<file path="src/rtl/multiplier.sv">
// Pipelined binary32 multiplier: decode/multiply, normalise, round, pack.
// Subnormals flush to zero on input and output; NaN results are canonical.
module multiplier #(
  parameter int LATENCY = 3
) (
  input  logic        clk,
  input  logic        rst_n,
  input  logic        in_valid,
  input  logic [31:0] a,
  input  logic [31:0] b,
  output logic        out_valid,
  output logic [31:0] product
);

  localparam logic [31:0] QNAN = 32'h7FC00000;

  logic [LATENCY-1:0] vld;

  logic [7:0]         ea, eb;
  logic               a_zero, b_zero, a_inf, b_inf, a_nan, b_nan;
  logic               d_sign;
  logic signed [9:0]  d_exp;
  logic [47:0]        d_mant;
  logic               d_spec;
  logic [31:0]        d_spec_val;

  logic               s1_sign;
  logic signed [9:0]  s1_exp;
  logic [47:0]        s1_mant;
  logic               s1_spec;
  logic [31:0]        s1_spec_val;

  logic signed [9:0]  n_exp;
  logic [22:0]        n_frac;
  logic               n_guard, n_sticky;

  logic               s2_sign;
  logic signed [9:0]  s2_exp;
  logic [22:0]        s2_frac;
  logic               s2_guard, s2_sticky;
  logic               s2_spec;
  logic [31:0]        s2_spec_val;

  logic               round_up, r_carry;
  logic [22:0]        r_frac;
  logic signed [9:0]  r_exp;

  logic               s3_sign;
  logic signed [9:0]  s3_exp;
  logic [22:0]        s3_frac;
  logic               s3_spec;
  logic [31:0]        s3_spec_val;

  logic [31:0]        packed_val;

  assign ea     = a[30:23];
  assign eb     = b[30:23];
  assign a_zero = (ea == 8'h00);
  assign b_zero = (eb == 8'h00);
  assign a_inf  = (ea == 8'hFF) && (a[22:0] == 23'h0);
  assign b_inf  = (eb == 8'hFF) && (b[22:0] == 23'h0);
  assign a_nan  = (ea == 8'hFF) && (a[22:0] != 23'h0);
  assign b_nan  = (eb == 8'hFF) && (b[22:0] != 23'h0);
  assign d_sign = a[31] ^ b[31];
  assign d_exp  = $signed(10'(ea) + 10'(eb) - 10'd127);
  assign d_mant = {1'b1, a[22:0]} * {1'b1, b[22:0]};

  // Special operands bypass the arithmetic and ride the pipe as a ready-made result.
  always_comb begin
    d_spec     = 1'b0;
    d_spec_val = 32'h0;
    if (a_nan || b_nan || (a_inf && b_zero) || (b_inf && a_zero)) begin
      d_spec     = 1'b1;
      d_spec_val = QNAN;
    end else if (a_inf || b_inf) begin
      d_spec     = 1'b1;
      d_spec_val = {d_sign, 8'hFF, 23'h0};
    end else if (a_zero || b_zero) begin
      d_spec     = 1'b1;
      d_spec_val = {d_sign, 31'h0};
    end
  end

  // Product of two normalised significands lies in [1,4), so bit 46 or 47 leads.
  always_comb begin
    n_exp    = s1_exp;
    n_frac   = s1_mant[45:23];
    n_guard  = s1_mant[22];
    n_sticky = |s1_mant[21:0];
    if (s1_mant[47]) begin
      n_exp    = s1_exp + 10'sd1;
      n_frac   = s1_mant[46:24];
      n_guard  = s1_mant[23];
      n_sticky = |s1_mant[22:0];
    end
  end

  // A carry out of the fraction means 1.111..1 rounded to 10.000..0; fraction is already zero.
  assign round_up          = s2_guard & (s2_sticky | s2_frac[0]);
  assign {r_carry, r_frac} = {1'b0, s2_frac} + 24'(round_up);
  assign r_exp             = s2_exp + $signed(10'(r_carry));

  always_comb begin
    packed_val = {s3_sign, s3_exp[7:0], s3_frac};
    if (s3_spec) begin
      packed_val = s3_spec_val;
    end else if (s3_exp >= 10'sd255) begin
      packed_val = {s3_sign, 8'hFF, 23'h0};
    end else if (s3_exp <= 10'sd0) begin
      packed_val = {s3_sign, 31'h0};
    end
  end

  always_ff @(posedge clk or negedge rst_n) begin
    if (!rst_n) begin
      vld         <= '0;
      out_valid   <= 1'b0;
      product     <= 32'h0;
      s1_sign     <= 1'b0;
      s1_exp      <= '0;
      s1_mant     <= '0;
      s1_spec     <= 1'b0;
      s1_spec_val <= '0;
      s2_sign     <= 1'b0;
      s2_exp      <= '0;
      s2_frac     <= '0;
      s2_guard    <= 1'b0;
      s2_sticky   <= 1'b0;
      s2_spec     <= 1'b0;
      s2_spec_val <= '0;
      s3_sign     <= 1'b0;
      s3_exp      <= '0;
      s3_frac     <= '0;
      s3_spec     <= 1'b0;
      s3_spec_val <= '0;
    end else begin
      vld         <= {vld[LATENCY-2:0], in_valid};
      out_valid   <= vld[LATENCY-1];
      if (vld[LATENCY-1]) begin
        product <= packed_val;
      end
      s1_sign     <= d_sign;
      s1_exp      <= d_exp;
      s1_mant     <= d_mant;
      s1_spec     <= d_spec;
      s1_spec_val <= d_spec_val;
      s2_sign     <= s1_sign;
      s2_exp      <= n_exp;
      s2_frac     <= n_frac;
      s2_guard    <= n_guard;
      s2_sticky   <= n_sticky;
      s2_spec     <= s1_spec;
      s2_spec_val <= s1_spec_val;
      s3_sign     <= s2_sign;
      s3_exp      <= r_exp;
      s3_frac     <= r_frac;
      s3_spec     <= s2_spec;
      s3_spec_val <= s2_spec_val;
    end
  end

endmodule

</file>
<file path="config.mk">
export PLATFORM = sky130hd
export DESIGN_NAME = multiplier
export DESIGN_NICKNAME = d
export VERILOG_FILES = /design/src/rtl/multiplier.sv
export SDC_FILE = /design/constraint.sdc
export NUM_CORES = 2
export LEC_CHECK = 0
export CORE_ASPECT_RATIO = 0.5
export CORE_MARGIN = 2
export CORE_UTILIZATION = 55
export DETAILED_ROUTE_END_ITERATION = 10
export GPL_TIMING_DRIVEN = 1
export HOLD_SLACK_MARGIN = 0.12
export PLACE_DENSITY = 0.75
export SLEW_MARGIN = 20
export SYNTH_ARGS = -nofsm -noshare
export SYNTH_HDL_FRONTEND = slang
export SYNTH_SLANG_ARGS = --single-unit
</file>
<file path="constraint.sdc">
create_clock -name clk -period 4.2 [get_ports clk]
set_input_delay 0.63 -clock clk [delete_from_list [all_inputs] [get_ports clk]]
set_output_delay 0.63 -clock clk [all_outputs]
set_load 0.05 [all_outputs]
</file>
==> impl_metrics.csv <==
group,metric,value,unit
status,run_status,"complete, but fails checks",
status,violations,"negative setup slack",
logic_synthesis,synth_top_area_cell,"fa_1",
logic_synthesis,async_reset_ff_frac,1.00,
logic_synthesis,synth-main-ff-cell,"dfrtp_1",
logic_synthesis,yosys.area.top_type_share,0.381,
setup_path,critical_path.startpoint,"b[22]",
logic_synthesis,syn_inst,2663,
floorplan,dieArea,48000,sq um
clock_tree,path_clk_slew,0.06,ns
finish,layout_common_cells,"inv_1, fa_1, buf_4, nand2_1, and2_1",
sta,relSlewSlack,0.440,
floorplan,pin_count,100,
sta,fin_crit_sh,1.59,
placed_design,routabilityCongestion,0.991,
sta,slew_viol_final,0,
logic_synthesis,synth.net_count,3406,
logic_synthesis,yosysWarnings,0,
setup_path,critPathTopFamily,"adder cells",
sta,tightest_slew,0.841,ns
setup_path,critPathLaunchType,"input port",
sta,hold_violations,0,
drt,initialDrtViolationCount,2345,
drt,vias,21500,
floorplan,core_area,45400,sq um
grt,antenna_found_initial,1,
floorplan,start_util,0.559,
clock_tree,cts_root_buf,"clkbuf_16",
grt,grt_pass1_vias,22300,
sta,setup_slack,-2.49,ns
worst_hold_path,hold_class,"input port to asynchronous set/reset pin",
logic_synthesis,synth_edf_count,0,
clock_tree,cts_buffers,17,
sta,tns,-80.88,ns
logic_synthesis,syn-cell-area,25400,sq um
drt,dr.pass1.iters,7,
grt,grt_max_degree,98,
drt,ant_nets,0,
grt,grt_first_pass_wirelength,126000,um
setup_path,required,4.53,ns
setup_path,arrival,7.02,ns
setup_path,path_class,"input port to register",
finish,final_common_cell,"inv_1",
setup_path,path_buf_inv,6,
setup_path,crit_path_end_kind,"register",
drt,via_per_inst,5.71,
setup_path,crit_slowest_cell,"fa_2",
sta,skew,0.00918,ns
grt,grt_overflow_total,0,
sta,setup_viol,40,
clock_tree,cts.htree.levels,4,
clock_tree,clk_latency,0.42,ns
placed_design,io_buffers,99,
logic_synthesis,ys_seq_elements,177,
logic_synthesis,ys_seq_area_frac,0.174,
grt,grtUsageTotal,0.348,
setup_path,worst_path_most_repeated_cell,"fa_2",
setup_path,cpPeakStageDelay,0.59,ns
setup_path,rr_startpoint,"s2_frac[6]",
drt,drt-total-wl,84600,um
sta,fmax,150,MHz
drt,wl_per_cell,22.5,um
logic_synthesis,synth_area_leaders,"fa_1, dfrtp_1, ha_1, inv_1, and2_1",
sta,rsz0062_at_grt,"yes",
clock_tree,cts.sinks,177,
finish,final_nets,3888,
floorplan,placementRows,55,
floorplan,die_height,156,um
sta,timing.final.crit_period,6.69,ns
finish,drive_above_1_share,0.293,
clock_tree,cts_buffer_depth,2,
placed_design,dp_hpwl,57700,um
drt,drc_errors,0,
clock_tree,cts_tree,"built",
setup_path,crit_chain,"dlygate4sd2_1 > buf_4 > nand2_1 > fa_2 > fa_1 > inv_1 > fa_2 > fa_2 > fa_2 > fa_1 > inv_1 > fa_2 > inv_2 > ha_4 > a21oi_1 > o21ai_2 > or3b_4 > a21oi_4 > a2111oi_4 > buf_4 > o21ai_1 > nand2b_1 > a21oi_2 > xnor2_1",
logic_synthesis,ys_types,69,
run,maxCapViolCount,0,
finish,area_growth,32.1,%
floorplan,die_w,308,um
logic_synthesis,synth_area_per_cell,9.54,sq um
setup_path,worstPathMaxFanout,8,
[per-layer routing]
metal / part of all wire / GRT usage / vias up
met4: 0.072 / 0.174 / 0
met2: 0.44 / 0.549 / 1483
met5: 0 / 0 / -
met3: 0.12 / 0.103 / 446
met1: 0.36 / 0.440 / 10600
li1: - / - / 8915
[synthesized netlist by cell type, types with 5 or more instances]
cell,number
and2_1,250
nand4_1,24
nand2_1,340
nor3_1,9
nand3_1,25
o21bai_1,10
nor4_1,19
a21oi_1,58
a21o_1,19
xnor2_1,59
nor2b_1,6
a31oi_1,7
nor2_1,79
fa_1,483
and3_1,10
ha_1,193
o21ai_1,5
mux2_2,25
o21ai_0,49
xor2_1,32
inv_1,602
nand2b_1,5
clkbuf_1,101
dfrtp_1,177
[state kept, by name, indices dropped and copies added, names as in the netlist, 10 cells and up]
name	cells
s1_mant	48
product	32
s2_exp	10
s3_frac	23
s1_exp	10
s3_exp	10
s2_frac	23
[cell type report]
class / instances / area [sq um]
Clock inverter: 15 / 161
Fill cell: 2750 / 11900
Inverter: 605 / 2300
Sequential cell: 177 / 4430
Clock buffer: 17 / 425
Tap cell: 598 / 748
Multi-Input combinational cell: 1767 / 19500
Timing Repair Buffer: 577 / 5970
Antenna cell: 1 / 2.50
[cell families after synthesis]
logic type	Yosys count	synth area share
buffers and inverters	719	0.108
AO/OA/AOI/OAI	190	0.0482
flip-flops	177	0.174
AND/OR/NAND/NOR	784	0.151
XOR/XNOR	91	0.0314
adder cells (fa/ha/maj)	676	0.476
multiplexers	26	0.0115
[per-stage QoR]
stage	hold slack [ns]	cell area [sq um]	setup slack (ns)	instances	util
floorplan	0.331	26300	-2.20	2663	-
global placement	0.332	30000	-3.13	3582	0.660
detailed placement	0.335	30000	-3.18	3582	0.660
CTS	0.334	33000	-2.23	3725	0.726
global route	0.355	33600	-2.63	3756	0.739
finish	0.282	33600	-2.49	3757	0.739
[worst reg2reg max path, delay by kind of cell (launching register included)]
| kind | cells | cell delay, ns |
|---|---|---|
| fa+ha+maj | 1 | 0.28 |
| simple gates | 8 | 1.61 |
| xor+xnor | 1 | 0.13 |
| flops | 1 | 0.42 |
[final timing paths]
check                                   to  depth (start not counted)  slack (ns)
max in group asynchronous       s3_frac[1]                          2        3.02
min in group clk           s3_spec_val[31]                          0        0.35
setup / recovery               s1_mant[41]                         24       -2.49
hold reg to reg            s3_spec_val[31]                          0        0.35
hold / removal                 s2_frac[20]                          1        0.28
setup reg to reg                 s3_exp[9]                         10        1.64
[what timing repair did]
action	4_1_cts	5_1_grt
setup buffers	97	39
hold endpoints to repair	0	0
hold buffers	0	0
pin swaps	195	115
endpoints found under the setup margin	42	41
resized for setup	525	126
cloned	19	0
Power is not shown: default switching activity piles up to over one toggle a cycle in this logic, so the estimate is an artifact.
